`config.mk`:
```
export PLATFORM = sky130hd
export DESIGN_NAME = cmplx_ram_reader
export DESIGN_NICKNAME = d
export VERILOG_FILES = /design/src/rtl/cmplx_ram_reader_pkg.sv /design/src/rtl/cmplx_pair_fifo.sv /design/src/rtl/cmplx_ram_reader.sv
export SDC_FILE = /design/constraint.sdc
export NUM_CORES = 1
export LEC_CHECK = 0
export ABC_AREA = 1
export ABC_CLOCK_PERIOD_IN_PS = 3900
export CORE_UTILIZATION = 59
export CTS_BUF_LIST = sky130_fd_sc_hd__clkbuf_8
export CTS_CLUSTER_SIZE = 20
export DETAILED_ROUTE_END_ITERATION = 6
export PLACE_DENSITY = 0.83
export SLEW_MARGIN = 20
export SYNTH_ARGS = -nofsm -noshare
export SYNTH_HDL_FRONTEND = slang
export SYNTH_SLANG_ARGS = --single-unit
```
`constraint.sdc`:
```
create_clock -name clk -period 3.9 [get_ports clk]
set_input_delay 0.78 -clock clk [delete_from_list [all_inputs] [get_ports clk]]
set_output_delay 0.78 -clock clk [all_outputs]
set_load 0.01 [all_outputs]
```
`src/rtl/cmplx_ram_reader_pkg.sv`:
```
// Shared spectrum-analyzer definitions: reader FSM encoding and pair FIFO sizing.
package cmplx_ram_reader_pkg;

  typedef enum logic [1:0] {
    ST_IDLE  = 2'd0,
    ST_ISSUE = 2'd1,
    ST_DRAIN = 2'd2
  } rd_state_t;

  localparam int FIFO_DEPTH = 4;
  // Wide enough to hold 0..FIFO_DEPTH for both occupancy and read credit.
  localparam int CREDIT_W   = $clog2(FIFO_DEPTH + 1);

endpackage

```
`src/rtl/cmplx_pair_fifo.sv`:
```
// Small FIFO holding {real_a, img_a, real_b, img_b} read pairs. The head entry is
// presented combinationally. The reader's credit scheme guarantees push never
// hits a full FIFO and pop never hits an empty one.
module cmplx_pair_fifo
  import cmplx_ram_reader_pkg::*;
#(
  parameter int WIDTH = 128
) (
  input  logic                clk,
  input  logic                rst,
  input  logic                push,
  input  logic [WIDTH-1:0]    push_data,
  input  logic                pop,
  output logic [WIDTH-1:0]    head,
  output logic [CREDIT_W-1:0] count,
  output logic                empty
);

  localparam int PTR_W = $clog2(FIFO_DEPTH);

  logic [WIDTH-1:0] mem [FIFO_DEPTH];
  logic [PTR_W-1:0] wr_ptr;
  logic [PTR_W-1:0] rd_ptr;

  // Storage: written on push, no reset needed since occupancy gates reads.
  always_ff @(posedge clk) begin
    if (push) mem[wr_ptr] <= push_data;
  end

  // Pointer and occupancy bookkeeping.
  always_ff @(posedge clk) begin
    if (rst) begin
      wr_ptr <= '0;
      rd_ptr <= '0;
      count  <= '0;
    end else begin
      if (push) wr_ptr <= wr_ptr + PTR_W'(1);
      if (pop)  rd_ptr <= rd_ptr + PTR_W'(1);
      count <= count + CREDIT_W'(push) - CREDIT_W'(pop);
    end
  end

  assign head  = mem[rd_ptr];
  assign empty = (count == '0);

endmodule

```
`src/rtl/cmplx_ram_reader.sv`:
```
// Streams a frame of complex bins out of a dual-port RAM. Even/odd bins are read
// as a pair per cycle, buffered in a pair FIFO under credit flow control, and
// serialized as one word per accepted handshake.
//
// state    | meaning
// IDLE     | waiting for start; base address sampled on start
// ISSUE    | issuing read pairs whenever credit is available
// DRAIN    | all pairs issued; waiting for the last word to be accepted
module cmplx_ram_reader
  import cmplx_ram_reader_pkg::*;
#(
  parameter int ADDR_W   = 10,
  parameter int DATA_W   = 32,
  parameter int N_POINTS = 1024,
  parameter int RD_LAT   = 2
) (
  input  logic              clk,
  input  logic              rst,
  input  logic              start,
  input  logic [ADDR_W-1:0] base_addr,
  output logic [ADDR_W-1:0] address_a_out,
  output logic [ADDR_W-1:0] address_b_out,
  output logic              wren,
  input  logic [DATA_W-1:0] qreal_a,
  input  logic [DATA_W-1:0] qimg_a,
  input  logic [DATA_W-1:0] qreal_b,
  input  logic [DATA_W-1:0] qimg_b,
  output logic [DATA_W-1:0] out_real,
  output logic [DATA_W-1:0] out_img,
  output logic [ADDR_W-1:0] out_index,
  output logic              out_valid,
  input  logic              out_ready,
  output logic              out_last,
  output logic              busy,
  output logic              done
);

  localparam logic [ADDR_W-1:0] LAST_PAIR = ADDR_W'(N_POINTS / 2 - 1);
  localparam logic [ADDR_W-1:0] LAST_IDX  = ADDR_W'(N_POINTS - 1);
  localparam int                PAIR_W    = 4 * DATA_W;

  rd_state_t             state, state_next;
  logic                  issue;
  logic                  handshake;
  logic                  last_word;
  logic                  sel_b;
  logic [ADDR_W-1:0]     pair_k;
  logic [RD_LAT-1:0]     vld_pipe;
  logic [CREDIT_W-1:0]   credit;
  logic [CREDIT_W-1:0]   fifo_count;
  logic                  fifo_empty;
  logic                  fifo_pop;
  logic [PAIR_W-1:0]     fifo_head;

  // Credit covers both buffered pairs and pairs still inside the RAM pipeline,
  // so a pair emerging from the RAM always has a free FIFO slot.
  assign credit    = CREDIT_W'(FIFO_DEPTH - int'(fifo_count) - $countones(vld_pipe));
  assign out_valid = ~fifo_empty;
  assign handshake = out_valid & out_ready;
  assign last_word = (out_index == LAST_IDX);
  assign out_last  = out_valid & last_word;
  assign fifo_pop  = handshake & sel_b;

  // State register.
  always_ff @(posedge clk) begin
    if (rst) state <= ST_IDLE;
    else     state <= state_next;
  end

  // Next-state logic; start is only honoured from IDLE.
  always_comb begin
    state_next = state;
    case (state)
      ST_IDLE:  if (start) state_next = ST_ISSUE;
      ST_ISSUE: if (issue && pair_k == LAST_PAIR) state_next = ST_DRAIN;
      ST_DRAIN: if (handshake && last_word) state_next = ST_IDLE;
      default:  state_next = ST_IDLE;
    endcase
  end

  // State-decoded outputs.
  always_comb begin
    issue = 1'b0;
    busy  = 1'b0;
    wren  = 1'b0;
    if (state == ST_ISSUE && credit != '0) issue = 1'b1;
    if (state != ST_IDLE) busy = 1'b1;
  end

  // Address generation, pair/word counters and the done pulse.
  always_ff @(posedge clk) begin
    if (rst) begin
      address_a_out <= '0;
      address_b_out <= '0;
      pair_k        <= '0;
      out_index     <= '0;
      sel_b         <= 1'b0;
      done          <= 1'b0;
    end else begin
      done <= (state == ST_DRAIN) && handshake && last_word;
      if (state == ST_IDLE && start) begin
        address_a_out <= base_addr;
        address_b_out <= base_addr + ADDR_W'(1);
        pair_k        <= '0;
        out_index     <= '0;
        sel_b         <= 1'b0;
      end else begin
        if (issue) begin
          address_a_out <= address_a_out + ADDR_W'(2);
          address_b_out <= address_b_out + ADDR_W'(2);
          pair_k        <= pair_k + ADDR_W'(1);
        end
        if (handshake) begin
          out_index <= out_index + ADDR_W'(1);
          sel_b     <= ~sel_b;
        end
      end
    end
  end

  // Pair-valid flag follows the RAM read latency; reset discards in-flight reads.
  always_ff @(posedge clk) begin
    if (rst) begin
      vld_pipe <= '0;
    end else begin
      vld_pipe[0] <= issue;
      for (int i = 1; i < RD_LAT; i++) vld_pipe[i] <= vld_pipe[i-1];
    end
  end

  cmplx_pair_fifo #(
    .WIDTH (PAIR_W)
  ) u_fifo (
    .clk       (clk),
    .rst       (rst),
    .push      (vld_pipe[RD_LAT-1]),
    .push_data ({qreal_a, qimg_a, qreal_b, qimg_b}),
    .pop       (fifo_pop),
    .head      (fifo_head),
    .count     (fifo_count),
    .empty     (fifo_empty)
  );

  assign out_real = sel_b ? fifo_head[1*DATA_W +: DATA_W] : fifo_head[3*DATA_W +: DATA_W];
  assign out_img  = sel_b ? fifo_head[0*DATA_W +: DATA_W] : fifo_head[2*DATA_W +: DATA_W];

endmodule

```
==> results of run 1 <==
-- cells by family after synthesis --
family	synth area share, %
compound gates	9.03
other cells	0.0163
buf+inv	3.51
fa+ha+maj	0.903
flops	71.6
simple gates	14.4
xor+xnor	0.533
-- critical path, stage by stage, from the launching register on --
cell             delay, ps
dfxtp_4                690
buf_4                  410
o21ai_0                250
o32ai_1                210
nand2_1                 90
nand2_1                110
clkdlybuf4s50_1        530
-- flip-flops by register name, indices dropped and copies added, names as in the netlist, named ones only --
signal / cells
address_a_out: 10
u_fifo.rd_ptr: 2
pair_k: 10
u_fifo.count: 3
state: 2
address_b_out: 10
done: 1
out_index: 10
u_fifo.wr_ptr: 2
vld_pipe: 2
u_fifo.mem: 512
sel_b: 1
-- synth_stat cells, types with 8 or more instances --
library cell	count
edfxtp_1	512
nor2_1	448
nand2_1	340
o21ai_0	147
o32ai_1	128
inv_1	64
clkbuf_1	56
dfxtp_1	55
nand3_1	46
buf_2	40
a21oi_1	35
ha_1	15
xor2_1	8
-- report_power, final --
part	internal (W)	switching [W]
Clock	0.00235	0.00217
Sequential	0.00670	0.0000475
Combinational	0.000316	0.000350
-- routing by layer --
| layer | wire length [microns] | global-route usage [%] | vias up |
|---|---|---|---|
| met3 | 4610 | 6.31 | 105 |
| met1 | 20500 | 33.0 | 7723 |
| met2 | 26100 | 43.7 | 640 |
| met4 | 1430 | 12.4 | 4 |
| li1 | - | - | 7430 |
| met5 | 31 | 0 | - |
-- stage by stage --
| stage | instances | instance area [sq um] |
|---|---|---|
| 2_1_floorplan | 1945 | 23000 |
| 3_3_place_gp | 2613 | 25800 |
| 3_5_place_dp | 2613 | 25800 |
| 4_1_cts | 2767 | 27400 |
| 5_1_grt | 2772 | 27500 |
| 6_report | 2780 | 27500 |
-- final timing paths --
kind	startpoint	to	slack [ps]
worst min-delay path	vld_pipe[0]$_SDFF_PP0_	vld_pipe[1]$_SDFF_PP0_	430
worst min register to register	vld_pipe[0]$_SDFF_PP0_	vld_pipe[1]$_SDFF_PP0_	430
worst max-delay path	flip-flop	out_img[20]	150
worst max register to register	vld_pipe[1]$_SDFF_PP0_	address_a_out[2]$_SDFFE_PP0P_	1150
-- cell type report --
type | count | share of cell area, %
sequential | 567 | 60.0
clock inverter | 62 | 1.21
inverter | 66 | 1.02
tap | 511 | 2.33
multi-input combinational | 1200 | 20.8
clock buffer | 91 | 4.56
antenna | 13 | 0.118
timing repair buffer | 270 | 9.96
-- what timing repair did --
| action | 4_1_cts | 5_1_grt |
|---|---|---|
| setup endpoints to repair | 6 | 22 |
| cloned | 0 | 0 |
| hold endpoints to repair | 0 | 0 |
| pin swaps | 0 | 0 |
| resized for setup | 1 | 4 |
| buffers inserted | 1 | 0 |
==> flow_summary.yaml, run 1 <==
sta:
  drv_slew: 0
  post-route-min-period_ps: 3750
  rsz0062_at_grt: "false"
  skew_ps: 27.1
  slew-limit-headroom_pct: 31.7
  fmax_mhz: 267
  fin_tns_setup_ps: 0
  setup_viol: 0
  setup_ws_ps: 152
  fin_crit_sh_pct: 96.1
  worst-slew-pin-transition_ps: 1020
  hold_ws_ps: 429
  hold_viol: 0
layout:
  utilization_pct: 72.3
  regArea_sq_mm: 0.0165
  multi_input_area_sq_mm: 0.00572
  final_common_cell: "edfxtp_1"
  final_cell_mix: "512 x edfxtp_1, 448 x nor2_1, 340 x nand2_1"
  drive_gt1_share_pct: 6.74
  syn_to_final_growth_pct: 19.4
  final_net_count: 2352
  filler_cell_count: 2495
worst_setup_path:
  cp.arrival_ps: 2970
  critPathKind: "reg2out"
  cp-start-kind: "flip-flop"
  cp_max_fo: 33
  required_ps: 3120
  r2r_cells: 11
  endpoint_kind: "primary output"
synth:
  ys_types: 35
  synth_nets: 2103
  ys.flop_type: "edfxtp_1"
  yosysSeqAreaShare_pct: 71.6
  synthesis.area_sq_mm: 0.0230
  yosys.area.top_type: "edfxtp_1"
  synth_area_leaders: "edfxtp_1 67%, nor2_1 7.3%, nand2_1 5.5%"
  async_reset_ff_share_pct: 0
  syn-instance-count: 1945
  yosys_warnings: 0
  synth_top_area_share_pct: 66.8
  synth_seq_cells: 567
  synth_edf_count: 512
  syn_avg_cell_area_sq_um: 11.8
clocking:
  cts_tree: "done"
  cts_buffers: 89
  numClockSinks: 567
  cts.clk_slew.worst_paths_ps: 60
  cts_buffer_depth: 3
  cts_hold_buf: 0
  htreeDepth: 3
  cts_root_buf: "clkbuf_8"
  clock_insertion_delay_worst_skew_ps: 650
floorplanning:
  rows: 71
  core_area_sq_mm: 0.0380
  die_area_sq_mm: 0.0398
  fp.dieH_microns: 199
  initial_core_util_pct: 60.5
  io_pins: 241
  die_x_microns: 199
route:
  ant_nets: 0
  wl_per_cell_microns: 19.0
  drtIter0Drc: 1135
  via_count: 15900
  vias_per_cell: 5.72
  drt-total-wl_microns: 52700
  dr.pass1.iters: 6
  post-route-drc-count: 0
global_route:
  grt_overflow_total: 0
  grt_pass1_wl_microns: 80300
  grt_max_degree: 91
  grt_pass1_vias: 15800
  grt_use_total_pct: 26.4
  antenna_found_initial: 9
power_and_ir_drop:
  leakagePower_nw: 9.66
  finalPower_w: 0.0119
  ir_worst_vdd_mv: 0.416
  power_density_mw_per_mm2: 434
place:
  hpwl_microns: 30100
  preCtsSetupSlack_ps: 683
  routabilityCongestion: 0.818
  portBuffers: 239
outcome:
  outcome: "complete, no violations"
worst_hold_path:
  hold_path_class: "reg2reg"
  holdPathStages: 2
job:
  cap_viol_max_count: 0
Note: power is estimated with default switching activity, not from simulation.
==> run 2: changes to the inputs <==
--- a/config.mk
+++ b/config.mk
@@ -12,7 +12,7 @@
 export CTS_CLUSTER_SIZE = 20
 export DETAILED_ROUTE_END_ITERATION = 6
 export PLACE_DENSITY = 0.83
-export SLEW_MARGIN = 20
+export SLEW_MARGIN = 0
 export SYNTH_ARGS = -nofsm -noshare
 export SYNTH_HDL_FRONTEND = slang
 export SYNTH_SLANG_ARGS = --single-unit
==> results of run 2 <==
No change in the layout: final DEF, timing and power equal those of run 1.
